--- config.mk ---
export PLATFORM = sky130hd
export DESIGN_NAME = iomem_gpio_pwm
export DESIGN_NICKNAME = d
export VERILOG_FILES = /design/src/rtl/iomem_gpio_pwm_pkg.sv /design/src/rtl/gpio_pwm_channel.sv /design/src/rtl/iomem_gpio_pwm.sv
export SDC_FILE = /design/constraint.sdc
export NUM_CORES = 1
export LEC_CHECK = 0
export CORE_ASPECT_RATIO = 2
export CORE_MARGIN = 1.5
export CORE_UTILIZATION = 39
export CTS_CLUSTER_SIZE = 10
export DETAILED_ROUTE_END_ITERATION = 7
export GPL_TIMING_DRIVEN = 0
export PLACE_DENSITY_LB_ADDON = 0.08
export SYNTH_ARGS = -nofsm -noshare
export SYNTH_HDL_FRONTEND = slang
export SYNTH_SLANG_ARGS = --single-unit
--- constraint.sdc ---
create_clock -name clk -period 2.3 [get_ports clk]
set_input_delay 0.575 -clock clk [delete_from_list [all_inputs] [get_ports clk]]
set_output_delay 0.575 -clock clk [all_outputs]
set_load 0.05 [all_outputs]
--- src/rtl/iomem_gpio_pwm_pkg.sv ---
`default_nettype none
// ============================================================================
// Module      : iomem_gpio_pwm_pkg
// Description : Shared definitions for the iomem GPIO/PWM peripheral:
//               register offsets, channel mode encoding, ID constants and
//               a byte-strobe merge helper.
// Ports       : none (package)
// Revision    : 1.0 - initial release
// ============================================================================
package iomem_gpio_pwm_pkg;

    // Register offsets within the selected iomem region (addr[7:0]).
    localparam logic [7:0] OFS_OUT        = 8'h00;
    localparam logic [7:0] OFS_MODE       = 8'h04;
    localparam logic [7:0] OFS_PRESC      = 8'h08;
    localparam logic [7:0] OFS_ID         = 8'h0C;
    localparam logic [7:0] OFS_LEVEL_BASE = 8'h40;

    // Identification word fields.
    localparam logic [7:0] ID_MAGIC   = 8'hA5;
    localparam logic [7:0] ID_VERSION = 8'h01;

    // Per-channel operating mode, 2 bits per channel in the MODE register.
    typedef enum logic [1:0] {
        MODE_OFF    = 2'd0,
        MODE_DIRECT = 2'd1,
        MODE_BLINK  = 2'd2,
        MODE_PWM    = 2'd3
    } ch_mode_e;

    // Replace the bytes of 'cur' selected by 'wstrb' with those of 'wdata'.
    function automatic logic [31:0] merge_bytes(
        input logic [31:0] cur,
        input logic [31:0] wdata,
        input logic [3:0]  wstrb
    );
        logic [31:0] res;
        res = cur;
        for (int b = 0; b < 4; b++) begin
            if (wstrb[b]) begin
                res[8*b +: 8] = wdata[8*b +: 8];
            end
        end
        return res;
    endfunction

endpackage : iomem_gpio_pwm_pkg
`default_nettype wire

--- src/rtl/gpio_pwm_channel.sv ---
`default_nettype none
// ============================================================================
// Module      : gpio_pwm_channel
// Description : One output channel of the GPIO/PWM peripheral. Holds the
//               blink counter and blink state, and produces a registered
//               output selected by the channel mode.
// Ports       : clk, resetn     - clock, async active-low reset
//               mode[1:0]       - OFF / DIRECT / BLINK / PWM
//               level[PWM_W-1:0]- PWM duty or blink half-period minus one
//               out_bit         - DIRECT-mode data bit
//               pwm_cnt         - shared PWM base counter
//               tick            - shared prescaler tick
//               clr             - restart blink phase (config write)
//               out             - registered channel output
// Revision    : 1.0 - initial release
// ============================================================================
module gpio_pwm_channel
    import iomem_gpio_pwm_pkg::*;
#(
    parameter int PWM_W = 8
) (
    input  logic             clk,
    input  logic             resetn,
    input  logic [1:0]       mode,
    input  logic [PWM_W-1:0] level,
    input  logic             out_bit,
    input  logic [PWM_W-1:0] pwm_cnt,
    input  logic             tick,
    input  logic             clr,
    output logic             out
);

    logic [PWM_W-1:0] bcnt;
    logic             blink;
    logic             out_next;

    // Blink timebase: toggles after (level+1) ticks. A configuration write
    // takes priority over a coincident tick so the phase restarts cleanly
    // from low.
    always_ff @(posedge clk or negedge resetn) begin
        if (!resetn) begin
            bcnt  <= '0;
            blink <= 1'b0;
        end else if (clr) begin
            bcnt  <= '0;
            blink <= 1'b0;
        end else if (tick) begin
            if (bcnt == level) begin
                bcnt  <= '0;
                blink <= ~blink;
            end else begin
                bcnt  <= bcnt + 1'b1;
            end
        end
    end

    always_comb begin
        out_next = 1'b0;
        case (ch_mode_e'(mode))
            MODE_OFF:    out_next = 1'b0;
            MODE_DIRECT: out_next = out_bit;
            MODE_BLINK:  out_next = blink;
            MODE_PWM:    out_next = (pwm_cnt < level);
            default:     out_next = 1'b0;
        endcase
    end

    always_ff @(posedge clk or negedge resetn) begin
        if (!resetn) begin
            out <= 1'b0;
        end else begin
            out <= out_next;
        end
    end

endmodule : gpio_pwm_channel
`default_nettype wire

--- src/rtl/iomem_gpio_pwm.sv ---
`default_nettype none
// ============================================================================
// Module      : iomem_gpio_pwm
// Description : Parametrised GPIO/LED peripheral on the picosoc iomem bus.
//               NUM_CH channels, each OFF / DIRECT / BLINK / PWM, sharing a
//               programmable prescaler and a free-running PWM base counter.
// Ports       : clk, resetn            - clock, async active-low reset
//               iomem_valid/ready      - request / one-cycle acknowledge
//               iomem_wstrb[3:0]       - byte write strobes, 0 = read
//               iomem_addr[31:0]       - byte address, [31:24] = region
//               iomem_wdata[31:0]      - write data
//               iomem_rdata[31:0]      - read data, valid with ready
//               gpio_out[NUM_CH-1:0]   - registered channel outputs
// Revision    : 1.0 - initial release
// ============================================================================
module iomem_gpio_pwm
    import iomem_gpio_pwm_pkg::*;
#(
    parameter int         NUM_CH      = 8,
    parameter int         PWM_W       = 8,
    parameter int         PRESC_W     = 16,
    parameter int         PRESC_RESET = 15,
    parameter logic [7:0] BASE_ADDR   = 8'h03
) (
    input  logic              clk,
    input  logic              resetn,
    input  logic              iomem_valid,
    output logic              iomem_ready,
    input  logic [3:0]        iomem_wstrb,
    input  logic [31:0]       iomem_addr,
    input  logic [31:0]       iomem_wdata,
    output logic [31:0]       iomem_rdata,
    output logic [NUM_CH-1:0] gpio_out
);

    // ------------------------------------------------------------------
    // Register state
    // ------------------------------------------------------------------
    logic [NUM_CH-1:0]   out_reg;
    logic [2*NUM_CH-1:0] mode_reg;
    logic [PRESC_W-1:0]  presc_reg;
    logic [PWM_W-1:0]    level_reg [NUM_CH];

    logic [PRESC_W-1:0]  pcnt;
    logic [PWM_W-1:0]    pwm_cnt;
    logic                tick;

    // ------------------------------------------------------------------
    // Bus decode
    // ------------------------------------------------------------------
    logic              sel;
    logic              wr;
    logic [7:0]        offset;
    logic              hit_out;
    logic              hit_mode;
    logic              hit_presc;
    logic              hit_id;
    logic [NUM_CH-1:0] hit_level;
    logic [NUM_CH-1:0] ch_clr;
    logic [31:0]       rd_word;
    logic [31:0]       wr_word;

    // The !iomem_ready term makes each request acknowledge exactly once
    // even while the master is still holding valid on the ack cycle.
    assign sel    = iomem_valid && !iomem_ready && (iomem_addr[31:24] == BASE_ADDR);
    assign wr     = sel && (iomem_wstrb != 4'b0000);
    assign offset = {iomem_addr[7:2], 2'b00};

    assign hit_out   = (offset == OFS_OUT);
    assign hit_mode  = (offset == OFS_MODE);
    assign hit_presc = (offset == OFS_PRESC);
    assign hit_id    = (offset == OFS_ID);

    generate
        for (genvar i = 0; i < NUM_CH; i++) begin : g_dec
            localparam logic [7:0] LVL_OFS = 8'(32'(OFS_LEVEL_BASE) + 4 * i);
            assign hit_level[i] = (offset == LVL_OFS);
            // A MODE write restarts a channel only if its byte lane is
            // written; channel i's mode bits live in byte (2i)/8.
            assign ch_clr[i] = wr && (hit_level[i] || (hit_mode && iomem_wstrb[(2 * i) / 8]));
        end
    endgenerate

    // Read mux: unused bits and unmapped offsets return 0. The same word
    // is the base for byte merging, so partial writes keep other bytes.
    always_comb begin
        rd_word = '0;
        if (hit_out) begin
            rd_word[NUM_CH-1:0] = out_reg;
        end
        if (hit_mode) begin
            rd_word[2*NUM_CH-1:0] = mode_reg;
        end
        if (hit_presc) begin
            rd_word[PRESC_W-1:0] = presc_reg;
        end
        if (hit_id) begin
            rd_word = {ID_MAGIC, 8'(PWM_W), 8'(NUM_CH), ID_VERSION};
        end
        for (int i = 0; i < NUM_CH; i++) begin
            if (hit_level[i]) begin
                rd_word[PWM_W-1:0] = level_reg[i];
            end
        end
    end

    assign wr_word = merge_bytes(rd_word, iomem_wdata, iomem_wstrb);

    // ------------------------------------------------------------------
    // Bus handshake: one-cycle ack, rdata captured with the pre-write value
    // ------------------------------------------------------------------
    always_ff @(posedge clk or negedge resetn) begin
        if (!resetn) begin
            iomem_ready <= 1'b0;
            iomem_rdata <= '0;
        end else begin
            iomem_ready <= sel;
            if (sel) begin
                iomem_rdata <= rd_word;
            end
        end
    end

    // ------------------------------------------------------------------
    // Register writes
    // ------------------------------------------------------------------
    always_ff @(posedge clk or negedge resetn) begin
        if (!resetn) begin
            out_reg   <= '0;
            mode_reg  <= '0;
            presc_reg <= PRESC_W'(PRESC_RESET);
            for (int i = 0; i < NUM_CH; i++) begin
                level_reg[i] <= '0;
            end
        end else if (wr) begin
            if (hit_out) begin
                out_reg <= wr_word[NUM_CH-1:0];
            end
            if (hit_mode) begin
                mode_reg <= wr_word[2*NUM_CH-1:0];
            end
            if (hit_presc) begin
                presc_reg <= wr_word[PRESC_W-1:0];
            end
            for (int i = 0; i < NUM_CH; i++) begin
                if (hit_level[i]) begin
                    level_reg[i] <= wr_word[PWM_W-1:0];
                end
            end
        end
    end

    // ------------------------------------------------------------------
    // Prescaler and PWM base counter
    // ------------------------------------------------------------------
    assign tick = (pcnt == presc_reg);

    always_ff @(posedge clk or negedge resetn) begin
        if (!resetn) begin
            pcnt    <= '0;
            pwm_cnt <= '0;
        end else begin
            // Reprogramming the divider restarts its phase so the new
            // period takes effect from a known point.
            if ((wr && hit_presc) || tick) begin
                pcnt <= '0;
            end else begin
                pcnt <= pcnt + 1'b1;
            end
            if (tick) begin
                pwm_cnt <= pwm_cnt + 1'b1;
            end
        end
    end

    // ------------------------------------------------------------------
    // Channels
    // ------------------------------------------------------------------
    generate
        for (genvar i = 0; i < NUM_CH; i++) begin : g_ch
            gpio_pwm_channel #(
                .PWM_W (PWM_W)
            ) u_ch (
                .clk     (clk),
                .resetn  (resetn),
                .mode    (mode_reg[2*i +: 2]),
                .level   (level_reg[i]),
                .out_bit (out_reg[i]),
                .pwm_cnt (pwm_cnt),
                .tick    (tick),
                .clr     (ch_clr[i]),
                .out     (gpio_out[i])
            );
        end
    endgenerate

    // Address bits outside the region select and word offset do not
    // participate in decode; upper merge bits beyond each field are dropped.
    logic unused_bits;
    assign unused_bits = ^{iomem_addr[23:8], iomem_addr[1:0], wr_word};

endmodule : iomem_gpio_pwm
`default_nettype wire

==> impl_results.md, run 1 <==
* Crit path max fanout at 10
* Gate Count Post-Synth at 1,503
* Top FF cell, synth: dfrtp_1
* Drt wl/cell at 23.4 um
* Pin count of the biggest net entering global routing at roughly 100
* Final ANT Viol Nets at 0
* WP buf/inv at 1
* Status: complete, no violations
* CP top delay family: compound AO/OA/AOI/OAI gates
* Slew Viols, Final at 0
* Clock Latency Late Sink at 0.57 ns
* Reg power frac at 0.384
* Initial antenna violation count at 1
* Number of synthesized flops with an enable pin at 0
* CP required at roughly 2.8 ns
* Layout cell share with drive strength beyond 1 at 0.160
* Switching Share at 0.365
* Synth-to-layout area growth at 23.9%
* DIE HEIGHT at 266 um
* Arr. time, crit path at 2.73 ns
* Post-synth design cell area at 0.0134 sq mm
* CP Capture Type: flip-flop
* Max Buffers Root-to-Sink at 3
* Fin crit share at 0.984
* Crit path kind: flip-flop to flip-flop
* Clock share of power at 0.295
* Asr flop ratio synth at 1.00
* Worst setup margin at between 0.03 and 0.04 ns
* Vias/cell at 5.62
* Congestion Overflow GR at 0
* RSZ-0062 raised after global routing: yes
* Final hold slack at 0.467 ns
* Worst VDD drop at 0.576 mV
* Fill count at 3,305
* Total power at 12.8 mW
* Core Region at 0.0341 sq mm
* Pwr/cell area at 767 mW/mm^2
* # placed instances at 2,020
* Global Route Usage Sum at 0.280
* Slew @ Worst Pin at 0.746 ns
* Placed cell area at between 0.01 and 0.015 sq mm
* Minimum clock period at ~2.3 ns
* Worst-path clk slew at 0.06 ns
* # rows at 96
* Synth warn at 0
* Post-route cell area at 0.0167 sq mm
* Drt first pass iters at 7
* Synth Area per Inst at around 8.9 sq um
* Fmax achieved at 442 MHz
* Post-route DRC at 0
* CTS sink cnt at 226
* Rel. slew slack at 0.503
* P_leak at 7.45 nW
* Die area at 0.0357 sq mm
* Maxcap violations at 0
* Boundary pin count at 112
* First-pass GRT wire length at 74,500 um
* Pint at 8.11 mW
* H-tree depth at 1
* Yosys cell types at 72
* Max incr delay on CP at 0.57 ns
* Min-Delay Path Class: flip-flop to flip-flop
* Gpl congestion at 0.968
* Sequential area share after synthesis at 0.421
* # setup viols final at 0
* CP cell instances: mux2i_1 > mux4_2 > o221ai_1 > nand2_1 > o21a_1 > clkbuf_8 > o21ai_0
* Chip width at 134 um
* DRT iter0 DRCs at 586
* CTS tree: built
* Psw at 4.66 mW
* Buffers on Ports at 64
* CTS root buf: clkbuf_16
* Fin Clk Skew at 0.0325 ns
* Starting Density at 0.394
* Startpoint types: flip-flop
* Final WL at 49,300 um
* Vias in the first global route at 12,200
* Dpl hpwl at 35,700 um
* Setup WS pre-CTS at -1.44 ns
* Vias after detailed routing at 11,900
* Combinational Power Share at 0.321
* CP max-delay cell: dfstp_2
* Finished Layout Cells at about 2,100
* Layout Nets at between 1,500 and 2,000
* CTS buffer count at 26
* Worst R2R Setup Slack at 0.04 ns
* Synth Register Bits at 226
* Final hold violations at 0
cell type report:
class | instances | area (sq um) | share of cell area
flip-flops and latches | 226 | 5670 | 0.340
plain buffers | 80 | 616 | 0.0370
repair buffers | 115 | 1210 | 0.0725
well taps | 441 | 552 | 0.0331
multi-input cells | 1129 | 7600 | 0.456
clock inverters | 1 | 16.3 | 0.000976
diodes | 1 | 2.50 | 0.000150
inverters | 77 | 297 | 0.0178
clock buffers | 39 | 699 | 0.0420
cell usage in the layout (no fill, tap or decap), types with 53 or more instances in the layout:
| cell type | instances |
|---|---|
| xor2_1 | 54 |
| xnor2_1 | 53 |
| ha_1 | 66 |
| buf_4 | 65 |
| a21oi_1 | 60 |
| nand2_1 | 204 |
| o21ai_0 | 169 |
| inv_1 | 76 |
| nor2_1 | 92 |
| dfrtp_1 | 217 |
tightest hold or removal path, stage by stage, from the launching register on:
cell,delay [ns]
dfrtp_1,0.33
nand2_1,0.05
o31ai_1,0.05
cells by family after synthesis:
logic type,Yosys count,share of synthesized area
buf+inv,161,0.0542
compound gates,369,0.162
xor+xnor,110,0.0716
mux,38,0.0346
fa+ha+maj,66,0.0614
other cells,1,0.000279
flops,226,0.421
simple gates,532,0.195
per-stage QoR:
step / util / TNS [ns]
CTS: 0.478 / 0
detailed placement: 0.435 / -239.16
global route: 0.488 / -0.0999
floorplan: - / -0.514
global placement: 0.433 / -2369.77
finish: 0.488 / 0
power by group through the flow:
stage	combinational, mW	clock [mW]	sequential, mW
4_1_cts	3.94	3.85	4.90
3_5_place_dp	3.60	0	4.97
2_1_floorplan	2.48	0	4.71
5_1_grt	4.59	3.99	4.95
6_report	4.10	3.76	4.91
3_3_place_gp	3.45	0	4.97
per-layer routing:
layer | global-route usage | vias up | wire (um)
met5 | 0 | - | 11
met2 | 0.516 | 322 | 26000
met1 | 0.293 | 5844 | 17400
met4 | 0.188 | 2 | 4100
li1 | - | 5537 | -
met3 | 0.0345 | 156 | 1810
what timing repair did:
item                                    CTS  global route
endpoints found under the setup margin  227           168
resized for setup                       140            84
hold endpoints to repair                 19             0
hold buffers                              1             0
gates cloned                              2             3
buffers inserted                         37             9
pin swaps                                16            21
path summary, 6_finish.rpt:
check / from / endpoint / cells past startpoint
min in group asynchronous: resetn / g_ch[5].u_ch.bcnt[4] / 2
worst min register to register: iomem_rdata[15] / iomem_rdata[15] / 2
worst max-delay path: presc_reg[0] / level_reg[16] / 7
max in group asynchronous: resetn / pcnt[4] / 4
worst max register to register: presc_reg[0] / level_reg[16] / 7
worst min-delay path: iomem_rdata[15] / iomem_rdata[15] / 2
cells in the mapped netlist (all sizes together) (19+ instances only):
master,instances,area [sq um]
clkbuf,41,154
nand4,20,131
and3,23,149
nor2b,20,125
a21oi,70,354
dfrtp,222,5560
nand3,51,268
ha,66,826
xor2,57,499
xnor2,53,464
nand3b,22,165
inv,77,289
nor4,19,159
buf,43,287
o21ai,181,910
nand2,208,781
nor2,103,403
(Power assumes the default switching activity.)
==> inputs of run 2 (changes only) <==
--- a/config.mk
+++ b/config.mk
@@ -10,8 +10,8 @@
 export CORE_UTILIZATION = 39
 export CTS_CLUSTER_SIZE = 10
 export DETAILED_ROUTE_END_ITERATION = 7
-export GPL_TIMING_DRIVEN = 0
 export PLACE_DENSITY_LB_ADDON = 0.08
+export REMOVE_ABC_BUFFERS = 1
 export SYNTH_ARGS = -nofsm -noshare
 export SYNTH_HDL_FRONTEND = slang
 export SYNTH_SLANG_ARGS = --single-unit
==> run 2 against run 1 <==
Effect of this change: via count down 1.1%; cell area up 0.95%; setup slack better by 0.0068 ns; die area unchanged; highest routed layer is now met4; flip-flop and latch count unchanged; first-iteration DRC count down 28%; critical path depth down 6; core utilization up 0.47 points; final cell count up 2.5%.
==> impl_results.md, run 2 (synthesis gave the netlist of run 1 again) <==
* Startpoint types: flip-flop
* Worst VDD drop at 0.573 mV (-0.58%)
* Final ANT Viol Nets at 0 (unchanged)
* Die area at 0.0357 sq mm (unchanged)
* Layout Nets at 1,842 (+2.8%)
* Max Buffers Root-to-Sink at 3 (unchanged)
* Crit path kind: flip-flop to output port
* Pin count of the biggest net entering global routing at 51 (-48%)
* CP required at 1.73 ns (-1.04 ns)
* Drt first pass iters at 7 (unchanged)
* Rel. slew slack at 0.522 (+0.0195)
* Minimum clock period at 2.26 ns (-0.00685 ns)
* Dpl hpwl at 35,700 um (-0.13%)
* Maxcap violations at 0 (unchanged)
* Finished Core Util at 0.493 (+0.00466)
* Final hold violations at 0 (unchanged)
* Crit path max fanout at 1 (-9)
* First-pass GRT wire length at 70,800 um (-4.9%)
* Core Region at 0.0341 sq mm (unchanged)
* # rows at 96 (unchanged)
* CTS root buf: clkbuf_16
* Global Route Usage Sum at 0.263 (-0.0169)
* DRT iter0 DRCs at 421 (-28%)
* CTS tree: built
* Reg2reg path depth at 7 (unchanged)
* Fmax achieved at 443 MHz (+0.30%)
* CP top delay family: buffers and inverters
* Most frequent cells in the layout: dfrtp_1, nand2_1, o21ai_0
* Initial antenna violation count at 1 (unchanged)
* Setup WS pre-CTS at -0.934 ns (+0.509 ns)
* P_leak at 7.67 nW (+2.9%)
* Clock Latency Late Sink at 0.56 ns (about the same)
* Layout cell share with drive strength beyond 1 at 0.174 (+0.0143)
* # setup viols final at 0 (unchanged)
* Post-route DRC at 0 (unchanged)
* Max incr delay on CP at 0.81 ns (+0.24 ns)
* Total power at 13.0 mW (+1.4%)
* Worst-path clk slew at 0.06 ns (about the same)
* Boundary pin count at 112 (unchanged)
* Buffers on Ports at 66 (+3.1%)
* Drt wl/cell at 21.4 um (-8.5%)
* Starting Density at 0.394 (unchanged)
* H-tree depth at 1 (unchanged)
* DIE HEIGHT at 266 um (unchanged)
* Worst setup margin at 0.0429 ns (+0.00685 ns)
* Congestion Overflow GR at 0 (unchanged)
* CTS sink cnt at 226 (unchanged)
* Crit path depth at 1 (-6)
* Gpl congestion at 0.951 (-1.8%)
* Finished Layout Cells at 2,162 (+2.5%)
* CP Capture Type: output port
* Arr. time, crit path at 1.68 ns (-1.05 ns)
* # placed instances at 2,109 (+4.4%)
* Status: complete, no violations
* WP buf/inv at 1 (unchanged)
* Most common cell after layout, fill and taps aside: dfrtp_1
* Pwr/cell area at 770 mW/mm^2 (+0.47%)
* Worst Hold Depth at 2 (unchanged)
* Fin crit share at 0.981 (-0.00298)
* Synth-to-layout area growth at 25.1%
* Chip width at 134 um (unchanged)
* Fin Clk Skew at 0.0256 ns (-0.00693 ns)
* Slew Viols, Final at 0 (unchanged)
* CP max-delay cell: clkdlybuf4s50_1
* CP cell instances: clkdlybuf4s50_1
* Final WL at 46,300 um (-6.2%)
* Vias after detailed routing at 11,700 (-1.1%)
* Vias/cell at 5.43 (-3.5%)
* Slew @ Worst Pin at 0.716 ns (-0.0293 ns)
* Min-Delay Path Class: flip-flop to flip-flop
* CTS buffer count at 27 (+3.8%)
* Vias in the first global route at 12,100 (-0.35%)
[run 2: path summary, 6_finish.rpt]
kind	start	endpoint	slack, ns
worst max register to register	level_reg[63]	iomem_rdata[7]	0.07
worst min-delay path	iomem_rdata[15]	iomem_rdata[15]	0.47
min in group asynchronous	resetn	pcnt[10]	0.53
worst max-delay path	g_ch[0].u_ch.out	gpio_out[0]	0.04
max in group asynchronous	resetn	g_ch[2].u_ch.bcnt[3]	1.12
worst min register to register	iomem_rdata[15]	iomem_rdata[15]	0.47
[run 2: per-stage QoR]
step	hold slack (ns)	setup TNS, ns	instance area, sq um
after floorplan	0.279	-24.59	13000
after global placement	0.461	-97.11	15700
after detailed placement	0.467	-99.66	15700
after CTS	0.480	0	16600
after global routing	0.493	-0.0701	16800
final	0.472	0	16800
[run 2: worst reg2reg max path: stages, from the launching register on]
cell and delay [ns]:
dfrtp_1 0.45, mux4_2 0.51, nor2b_1 0.15, o32a_1 0.41, buf_4 0.17, buf_4 0.12, a21oi_1 0.17, o21ai_0 0.10
[run 2: area by class of cell]
class / count / area, sq um
flip-flops and latches: 226 / 5660
clock inverters: 1 / 8.76
inverters: 77 / 289
multi-input cells: 1126 / 7280
repair buffers: 247 / 2240
fillers: 3325 / 17300
well taps: 441 / 552
diodes: 1 / 2.50
clock buffers: 43 / 786
[run 2: layer usage]
layer  global-route usage  part of all wire  vias to the layer above
li1                     -                 -                     5637
met3               0.0294             0.032                      123
met2                0.495              0.54                      269
met5                    0                 0                        -
met4                0.162             0.063                        0
met1                0.274              0.36                     5705
[run 2: where the power goes]
part	internal (mW)	switching [mW]	total, mW
Sequential	4.28	0.530	4.81
Combinational	1.84	2.29	4.13
Clock	2.31	1.71	4.01
[run 2: repair_timing]
item,in CTS,in global routing
gates resized for setup,36,39
hold endpoints to repair,38,0
endpoints found under the setup margin,66,152
cloned,0,0
pin swaps,3,11
buffers inserted,3,5
hold buffers,1,0
